**config.mk**
```make
export PLATFORM = sky130hd
export DESIGN_NAME = matriz_leds_param
export DESIGN_NICKNAME = d
export VERILOG_FILES = /design/src/rtl/matriz_leds_param.sv
export SDC_FILE = /design/constraint.sdc
export NUM_CORES = 1
export LEC_CHECK = 0
export ABC_AREA = 0
export ABC_CLOCK_PERIOD_IN_PS = 6280
export CORE_UTILIZATION = 65
export DETAILED_ROUTE_END_ITERATION = 10
export DONT_BUFFER_PORTS = 1
export GPL_ROUTABILITY_DRIVEN = 0
export GPL_TIMING_DRIVEN = 0
export PLACE_DENSITY_LB_ADDON = 0.15
export SETUP_SLACK_MARGIN = 0.15
export SYNTH_ARGS = -nofsm -noshare
export SYNTH_HDL_FRONTEND = slang
export SYNTH_SLANG_ARGS = --single-unit
```
**constraint.sdc**
```tcl
create_clock -name clk -period 6.28 [get_ports clk]
set_clock_uncertainty 0.05 [all_clocks]
set_input_delay 0.942 -clock clk [delete_from_list [all_inputs] [get_ports clk]]
set_output_delay 0.942 -clock clk [all_outputs]
set_load 0.005 [all_outputs]
```
**src/rtl/matriz_leds_param.sv**
```systemverilog
// ============================================================================
// Module   : matriz_leds_param
// Purpose  : Parametrised puzzle LED-matrix controller: cell toggling from a
//            button map, win FSM, saturating move counter, row scanning.
// Revision : 1.0 - initial release
// ============================================================================
`default_nettype none

package matriz_leds_param_pkg;
    // Default map: button b toggles every cell of row b when that row exists.
    function automatic logic [8191:0] mapa_padrao(input int rows, input int cols, input int nbtn);
        logic [8191:0] m;
        logic [8191:0] um;
        m  = '0;
        um = {{8191{1'b0}}, 1'b1};
        for (int b = 0; b < nbtn; b++) begin
            if (b < rows) begin
                for (int c = 0; c < cols; c++) begin
                    m = m | (um << (b * rows * cols + b * cols + c));
                end
            end
        end
        return m;
    endfunction
endpackage

module matriz_leds_param
    import matriz_leds_param_pkg::*;
#(
    parameter int ROWS     = 8,
    parameter int COLS     = 8,
    parameter int NBTN     = 8,
    parameter     MAPA     = mapa_padrao(ROWS, COLS, NBTN),
    parameter int SCAN_DIV = 1000,
    parameter int MOVE_W   = 8
) (
    input  logic                      clk,
    input  logic                      rst,
    input  logic [NBTN-1:0]           botoes,
    input  logic [$clog2(ROWS):0]     n_linhas,
    input  logic                      iniciar,
    output logic [COLS-1:0]           colunas,
    output logic [ROWS-1:0]           linhas,
    output logic [$clog2(ROWS)-1:0]   linha_idx,
    output logic                      nivel_concluido,
    output logic [MOVE_W-1:0]         jogadas,
    output logic                      db_estado
);

    localparam int c_rw    = $clog2(ROWS);
    localparam int c_nw    = c_rw + 1;
    localparam int c_cells = ROWS * COLS;
    localparam int c_mw    = ROWS * COLS * NBTN;
    localparam int c_dw    = (SCAN_DIV > 1) ? $clog2(SCAN_DIV) : 1;
    localparam logic [c_mw-1:0] c_mapa = c_mw'(MAPA);
    localparam logic [ROWS-1:0] c_um   = {{(ROWS-1){1'b0}}, 1'b1};

    typedef enum logic [0:0] {
        S_JOGANDO   = 1'b0,
        S_CONCLUIDO = 1'b1
    } fsm_t;

    fsm_t                       r_fsm;
    fsm_t                       w_fsm_next;
    logic [ROWS-1:0][COLS-1:0]  r_estado;
    logic [ROWS-1:0][COLS-1:0]  w_estado_next;
    logic [ROWS-1:0][COLS-1:0]  w_toggle;
    logic [NBTN-1:0]            r_botoes_ant;
    logic [NBTN-1:0]            w_pulso;
    logic [c_dw-1:0]            r_div;
    logic [c_rw-1:0]            r_linha;
    logic [MOVE_W-1:0]          r_jogadas;
    logic [c_nw-1:0]            w_n_eff;
    logic [ROWS-1:0]            w_ativa;
    logic [ROWS-1:0]            w_linha_ok;
    logic                       w_completo;
    logic                       w_aceita;
    logic                       w_div_fim;
    logic                       w_linha_ult;

    assign w_pulso  = botoes & ~r_botoes_ant;
    assign w_aceita = (r_fsm == S_JOGANDO) && (|w_pulso);

    always_comb begin
        w_n_eff = n_linhas;
        if (n_linhas == '0) begin
            w_n_eff = c_nw'(1);
        end else if (n_linhas > c_nw'(ROWS)) begin
            w_n_eff = c_nw'(ROWS);
        end
    end

    // Per-cell toggle mask: OR over all rising buttons that map onto the cell,
    // so simultaneous presses hitting the same cell toggle it only once.
    for (genvar gr = 0; gr < ROWS; gr++) begin : g_row
        localparam logic [c_nw-1:0] c_idx = c_nw'(gr);

        for (genvar gc = 0; gc < COLS; gc++) begin : g_col
            logic [NBTN-1:0] w_sel;
            for (genvar gb = 0; gb < NBTN; gb++) begin : g_btn
                assign w_sel[gb] = c_mapa[gb * c_cells + gr * COLS + gc];
            end
            assign w_toggle[gr][gc] = |(w_pulso & w_sel);
        end

        assign w_ativa[gr]       = (w_n_eff > c_idx);
        assign w_linha_ok[gr]    = ~w_ativa[gr] | (&r_estado[gr]);
        assign w_estado_next[gr] = (iniciar || !w_ativa[gr]) ? '0 :
                                   (r_estado[gr] ^ (w_aceita ? w_toggle[gr] : '0));
    end

    assign w_completo = &w_linha_ok;

    always_comb begin
        w_fsm_next = r_fsm;
        case (r_fsm)
            S_JOGANDO:   if (w_completo) w_fsm_next = S_CONCLUIDO;
            S_CONCLUIDO: w_fsm_next = S_CONCLUIDO;
            default:     w_fsm_next = S_JOGANDO;
        endcase
        if (iniciar) begin
            w_fsm_next = S_JOGANDO;
        end
    end

    always_ff @(posedge clk or posedge rst) begin
        if (rst) begin
            r_fsm        <= S_JOGANDO;
            r_estado     <= '0;
            r_botoes_ant <= '0;
            r_jogadas    <= '0;
        end else begin
            r_fsm        <= w_fsm_next;
            r_estado     <= w_estado_next;
            r_botoes_ant <= botoes;
            if (iniciar) begin
                r_jogadas <= '0;
            end else if (w_aceita && (r_jogadas != '1)) begin
                r_jogadas <= r_jogadas + MOVE_W'(1);
            end
        end
    end

    // Row scan; an index left beyond a lowered n_eff falls back to row 0.
    assign w_div_fim   = (r_div == c_dw'(SCAN_DIV - 1));
    assign w_linha_ult = ({1'b0, r_linha} >= (w_n_eff - c_nw'(1)));

    always_ff @(posedge clk or posedge rst) begin
        if (rst) begin
            r_div   <= '0;
            r_linha <= '0;
        end else if (w_div_fim) begin
            r_div   <= '0;
            r_linha <= w_linha_ult ? '0 : (r_linha + c_rw'(1));
        end else begin
            r_div   <= r_div + c_dw'(1);
        end
    end

    assign colunas         = r_estado[r_linha];
    assign linhas          = ~(c_um << r_linha);
    assign linha_idx       = r_linha;
    assign nivel_concluido = (r_fsm == S_CONCLUIDO);
    assign db_estado       = (r_fsm == S_CONCLUIDO);
    assign jogadas         = r_jogadas;

endmodule

`default_nettype wire

```
After elaboration in Yosys (flattened, before gate mapping) --
Index checks and enable logic that the tools add are counted.
Cells by class: add/subtract/negate cells 4, magnitude comparators 11, equality and inequality tests 2, shift operators 1, multiplexer cells 27, bitwise gates (word level) 28, reduce and logical (&&, ||, !) cells 30
Operator list (count):
- $mux 8 | 19
- $reduce_and 8->1 | 9
- $xor 8x8->8 | 8
- $bmux 8 s3 | 1
- $gt 4x3->1 const B | 4
- $not 8->8 | 2
- $add 10x1->10 const B | 1
- $eq 10x10->1 const B | 1
- $mux 10 | 1
- $not 1->1 | 9
- $add 8x1->8 const B | 1
- $and 8x8->8 | 1
- $gt 4x1->1 const B | 2
- $gt 4x2->1 const B | 2
- $logic_not 1->1 | 8
- $logic_or 1x1->1 | 8
- $mux 4 | 2
- $ne 8x8->1 const B | 1
- $or 1x1->1 | 8
- $reduce_or 8->1 | 1
- $shl 1x3->8 const A | 1
- $ge 3x4->1 | 1
- $gt 4x4->1 const B | 1
- $logic_not 4->1 | 1
- 8 further kinds | 10
Storage, ports and cells: register bits 94, input port bits 15, output and inout port bits 29

Longest topological paths before layout --
word-level depth 10, mapped depth 10

Least setup slack after synthesis --
No wires, ideal clock.
path kind input -> register, from input port n_linhas[3], to register r_linha[1], in the netlist linha_idx[1], library setup time 82 ps, data arrival time 2484 ps, data required time 6148 ps, setup slack 3663 ps, cell stages on the path 7, path buffers 1, path through buf_6 or2_2 ha_1 ha_1 a21o_1 a211o_1 o22ai_1
Between the ends: longest elaborated chain between the ends 6, elaborated cells between the ends (all ways) 7, those cells by class add/sub (1); order compare (2); mux (3); reduce/logical (1)
RTL lines:
- start, declared | line 40 | input logic [$clog2(ROWS):0] n_linhas,
- $gt 4x4->1 | line 88 | end else if (n_linhas > c_nw'(ROWS)) begin
- $mux 4 | line 88
- $mux 4 (*) | line 86 | if (n_linhas == '0) begin
- $sub 4x1->4 (*) | line 146 | assign w_linha_ult = ({1'b0, r_linha} >= (w_n_eff - c_nw'(1)));
- $ge 3x4->1 (*) | line 146
- $mux 3 (*) | line 154 | r_linha <= w_linha_ult ? '0 : (r_linha + c_rw'(1));
- end signal, assigned | line 154
- end, declared | line 71 | logic [c_rw-1:0] r_linha;
Every way passes the cells marked *; elsewhere a longest branch is shown, timed or not. A chain may end at the register's enable or synchronous reset.

Worst setup path in the final report --
from register r_linha[0], in the netlist linha_idx[0], to output port colunas[1]
Between the ends: longest elaborated chain between the ends 2
RTL lines:
- $bmux 8 s3 | line 160 | assign colunas = r_estado[r_linha];
- $mux 8 (not written as such) | line 160
- end, declared | line 42 | output logic [COLS-1:0] colunas,
Every way passes these cells. The select of a mux whose other input is x is not followed.

==> flow_summary_export.csv <==
group,metric,value,unit
outcome,status,"finished, final reports clean",
power,ir_worst_vdd,187,uV
cells_and_area,drive_gt1_share,13.0,%
global_route,grtUsageTotal,29.0,%
routing,vias,3332,
power,power_per_cell_area,251,mW/mm2
sta,rsz0062_at_grt,"false",
worst_setup_path,arrival,2.19,ns
floorplan,rows,31,
logic_synthesis,synthFlopType,"dfrtp_1",
clock_network,cts_made_buffers,9,
floorplan,start_util,67.1,%
logic_synthesis,netlist-cell-type-count,52,
floorplan,fp.coreArea,0.00721,mm2
routing,drt_iter0_drc,308,
job,max-cap-violations,0,
clock_network,ctsHoldBuffers,0,
floorplan,dieHeight,88.3,um
floorplan,pin_count,44,
worst_setup_path,crit_required,5.29,ns
logic_synthesis,synthTopCellsByCount,"dfrtp_1, nor2_1, xnor2_1, nand2_1",
floorplan,die-area,0.00779,mm2
worst_hold_path,worstHoldPathType,"input pin to asynchronous set/reset pin",
sta,worst_pin_slew,0.723,ns
cells_and_area,fin_nets,495,
sta,fmax,314,MHz
clock_network,cts.sinks,94,
floorplan,die_w,88.3,um
logic_synthesis,syn_area,0.00484,mm2
place,port_buffers,0,
global_route,antenna_found_initial,0,
global_route,grt_pass1_vias,3346,
worst_setup_path,startpoint_type,"flip-flop",
logic_synthesis,synth_top_area_share,48.6,%
sta,finalMaxSlewViolations,0,
routing,vias_per_cell,5.86,
clock_network,htree_levels,3,
logic_synthesis,yosysTopAreaCell,"dfrtp_1",
clock_network,clockBufferDepth,2,
global_route,grt_max_degree,63,
clock_network,path_clk_slew,0.09,ns
logic_synthesis,synth_area_leaders,"dfrtp_1, xnor2_1, mux4_2",
cells_and_area,diodes,0,
place,dpl.cell_count,553,
routing,wl_per_cell,17.9,um
sta,finalHoldViolCount,0,
worst_setup_path,cp-end-kind,"primary output",
logic_synthesis,synthArstFlopShare,100,%
sta,fin_crit_sh,50.7,%
clock_network,cts_root_buf,"clkbuf_8",
clock_network,post_cts_buffers,0,
logic_synthesis,postSynthAreaPerCell,10.7,um2
cells_and_area,stdcell_count,569,
logic_synthesis,synth_fp_nets,483,
routing,routed_wirelength,10200,um
clock_network,cts_resized,0,
place,dp_worst_setup_slack,3.48,ns
routing,drt-pass1-iter-count,5,
sta,setup_viol,0,
clock_network,cts_tree,"yes",
logic_synthesis,synth_warnings,0,
sta,fin_crit,3.18,ns
worst_setup_path,path_class,"flip-flop to primary output",
worst_setup_path,cp_max_fo,10,
clock_network,clkLatencyLatePin,0.37,ns
logic_synthesis,synth_seq_cells,94,
logic_synthesis,syn-instance-count,453,
routing,ant_nets,0,
logic_synthesis,ys_seq_area_share,48.6,%
global_route,grt_pass1_wl,16800,um
logic_synthesis,yosys.cell_count.top_type,"dfrtp_1",
sta,slew-limit-headroom,51.4,%
sta,worst_slack,3.10,ns
cells_and_area,synthToLayoutAreaGrowth,8.71,%
place,dp_hpwl,7510,um
routing,drc,0,
cells_and_area,nFillCells,538,
global_route,grt_overflow,0,
logic_synthesis,synth_edf_count,0,
power,p_leak,2.21,nW
sta,tns,0,ns
-- cell families (layout without fill, tap and decap cells) --
logic type	Yosys count	after routing	share of synthesized area (%)
flip-flops	94	94	48.6
adder cells (fa/ha/maj)	15	15	3.88
AO/OA/AOI/OAI	33	33	5.30
AND/OR/NAND/NOR	193	193	18.8
buffers and inverters	28	45	2.51
multiplexers	17	17	7.65
XOR/XNOR	73	73	13.2
-- path summary, 6_finish.rpt --
path	start	end	slack, ns	depth (start not counted)
max	linha_idx[0]$_DFFE_PP0N_	colunas[1]	3.10	5
min	rst	r_div[9]$_DFF_PP0_	0.40	1
max reg2reg	linha_idx[0]$_DFFE_PP0N_	linha_idx[2]$_DFFE_PP0N_	3.80	8
min reg2reg	r_div[0]$_DFF_PP0_	r_div[0]$_DFF_PP0_	0.45	1
max in group asynchronous	rst	r_estado[53]$_DFF_PP0_	5.14	2
min in group clk	r_div[0]$_DFF_PP0_	r_div[0]$_DFF_PP0_	0.45	1
-- final cells by class --
class / count / area [um2] / share of cell area, %
plain buffers: 16 / 76.3 / 1.45
clock buffers: 9 / 124 / 2.35
clock inverters: 7 / 144 / 2.74
inverters: 12 / 47.5 / 0.904
multi-input cells: 331 / 2360 / 45.0
flip-flops and latches: 94 / 2350 / 44.7
well taps: 99 / 124 / 2.35
repair buffers: 1 / 27.5 / 0.523
-- worst max-delay path, stage by stage, from the launching register on --
cell and delay, ns:
dfrtp_1 0.43, buf_2 0.34, buf_2 0.33, mux4_2 0.54
nand2_1 0.09, nand2_1 0.10
-- state kept, by name (all words and copies together) (netlist names) --
signal and cells:
jogadas 8, r_estado 64, r_div 10, linha_idx 3
r_botoes_ant 8, db_estado 1
-- per-stage QoR --
stage	power, mW	instance area, um2	hold slack (ns)	utilization (%)
floorplan	0.772	4840	0.394	-
global placement	0.798	4960	0.425	68.8
detailed placement	0.806	4990	0.437	69.2
CTS	1.33	5260	0.411	72.9
global route	1.37	5260	0.420	72.9
finish	1.32	5260	0.402	72.9
-- power breakdown --
group          leakage, nW  internal [mW]  switching (mW)
combinational        0.850         0.0617          0.0692
sequential            1.24          0.633          0.0322
clock                0.126          0.306           0.216
-- placed cells by master, fill, tap and decap left out, types with 3 or more instances in the layout --
master	netlist	layout
dfrtp_1	94	94
nor2_1	85	85
xnor2_1	70	70
nand2_1	41	41
mux4_2	16	16
nand4_1	16	16
ha_1	15	15
inv_1	12	11
nand2b_1	11	11
nand3_1	9	9
clkbuf_8	0	9
nor2_2	8	8
a21oi_1	7	7
clkbuf_1	6	6
o21ai_0	5	5
or2_2	4	4
buf_1	4	4
buf_2	4	4
bufinv_16	0	4
a21o_1	3	3
nor3_1	3	3
xor2_1	3	3
o22ai_1	3	3
-- layer usage --
layer	vias up	wire, um	global-route usage, %
met4	0	125	6.45
met2	127	4730	44.8
met5	-	0	0
li1	1548	-	-
met3	12	936	7.74
met1	1645	4390	41.8
(Power assumes the default switching activity.)
==> edit: new RTL, config.mk and constraints unchanged <==
Make the reset (`rst`) synchronous in 2 clocked blocks.
--- a/src/rtl/matriz_leds_param.sv
+++ b/src/rtl/matriz_leds_param.sv
@@ -123,7 +123,7 @@
         end
     end
 
-    always_ff @(posedge clk or posedge rst) begin
+    always_ff @(posedge clk) begin
         if (rst) begin
             r_fsm        <= S_JOGANDO;
             r_estado     <= '0;
@@ -145,7 +145,7 @@
     assign w_div_fim   = (r_div == c_dw'(SCAN_DIV - 1));
     assign w_linha_ult = ({1'b0, r_linha} >= (w_n_eff - c_nw'(1)));
 
-    always_ff @(posedge clk or posedge rst) begin
+    always_ff @(posedge clk) begin
         if (rst) begin
             r_div   <= '0;
             r_linha <= '0;
Behaviour: differs if rst is asserted again (counterexample within 4 cycles, from zero or initial values and one cycle with rst high); with rst held inactive, the same outputs for 4 cycles.
==> edit against the original RTL <==
The run now ends with DRC left; sequential share of layout area decreased by 4.5 points; clock power is 13% lower; setup slack lost 0.038 ns; design area fell by 11%; area after synthesis down 10%; routed wire length down 11%; power decreased by 9.4%; die area fell by 9.8%; sequential cell count is the same; hold slack worse by 0.0097 ns; largest cell class unchanged.
==> edit: results (changes against the original RTL) <==
- Outcome: finished, violations left
- Failing checks: DRC
- Mean routed wirelength per cell: 16.6 um (-7.3%)
- Compound-Gate Fraction of Synth Area: 5.09% (-0.22 points)
- DRC: 12 (+12)
- CP max stage delay: 0.51 ns (-0.03 ns)
- Met3 WL: 603 um (-36%)
- Slew HR: 32.7% (-19 points)
- Layout Nets: 492 (-0.61%)
- Leak Pwr: 1.64 nW (-26%)
- Vias in the first global route: 3156 (-5.7%)
- Syn Nets: 481 (-0.41%)
- Largest net degree at the start of global routing: 18 (-71%)
- Synth Area in Adders: 3.16% (-0.72 points)
- Xor and xnor fraction of the mapped netlist area: 15.1% (+1.9 points)
- Vias: 3199 (-4.0%)
- Wl on met1: 4.20 mm (-4.3%)
- Worst Hold Class: reg -> reg
- Post-synthesis sequential area ratio: 43.2% (-5.4 points)
- Async set-reset flop share out of synthesis: 0% (-100 points)
- HPWL after DPL: 6.85 mm (-8.7%)
- Iteration-0 DRC count of the detailed router: 211 (-31%)
- CP arrival: 2.23 ns (+0.04 ns)
- Met2 WL: 4.05 mm (-15%)
- Synth cell types: 44 (-15%)
edit: changes by cell type after synthesis, sizes merged, moves of 4 or more:
cell   delta
dfrtp    -94
dfxtp    +94
nor2b    +11
nand3     -6
nand4     +6
inv       -5
a21o      -4
and2      +4
ha        -4
nor2      +4
edit: final timing paths:
kind	start	slack, ns	endpoint	cells past startpoint
setup / recovery	linha_idx[1]$_SDFFE_PP0P_	3.06	colunas[6]	5
hold / removal	r_div[0]$_SDFF_PP0_	0.39	r_div[0]$_SDFF_PP0_	1
setup reg to reg	jogadas[0]$_SDFFE_PP0P_	4.20	jogadas[5]$_SDFFE_PP0P_	6
hold reg to reg	r_div[0]$_SDFF_PP0_	0.39	r_div[0]$_SDFF_PP0_	1
edit: metrics by stage:
| step | instances | total power [W] | hold slack [ns] | utilization [%] | area [um^2] |
|---|---|---|---|---|---|
| finish | 548 | 0.00119 | 0.392 | 72.8 | 4680 |
| global route | 548 | 0.00124 | 0.406 | 72.8 | 4680 |
| CTS | 548 | 0.00120 | 0.397 | 72.8 | 4680 |
| detailed placement | 532 | 0.000754 | 0.383 | 69.3 | 4450 |
| global placement | 532 | 0.000750 | 0.376 | 69.3 | 4450 |
| floorplan | 455 | 0.000731 | 0.363 | - | 4350 |
edit: final cells by class:
type,count,share of cell area (%)
Multi-Input combinational cell,338,50.9
Sequential cell,94,40.2
Tap cell,77,2.06
Buffer,16,1.44
Clock inverter,7,2.19
Clock buffer,9,2.65
Inverter,7,0.562
edit: kinds of logic (layout without fill, tap and decap cells):
family / count (synthesis) / in the layout
and+or+nand+nor: 204 / 204
DFF: 94 / 94
xor gates and xnor gates: 75 / 75
AOI/OAI and AO/OA: 30 / 30
buffers and inverters: 23 / 39
muxes: 18 / 18
adders and majority gates: 11 / 11
edit: metal layers:
layer / global-route usage, % / vias up
li1: - / 1544
met1: 38.5 / 1516
met2: 42.9 / 114
met3: 5.64 / 25
met4: 12.9 / 0
met5: 0 / -
edit: power breakdown:
group          switching [W]  internal [W]
clock               0.000223      0.000230
sequential         0.0000202      0.000617
combinational      0.0000544     0.0000506
total               0.000298      0.000897
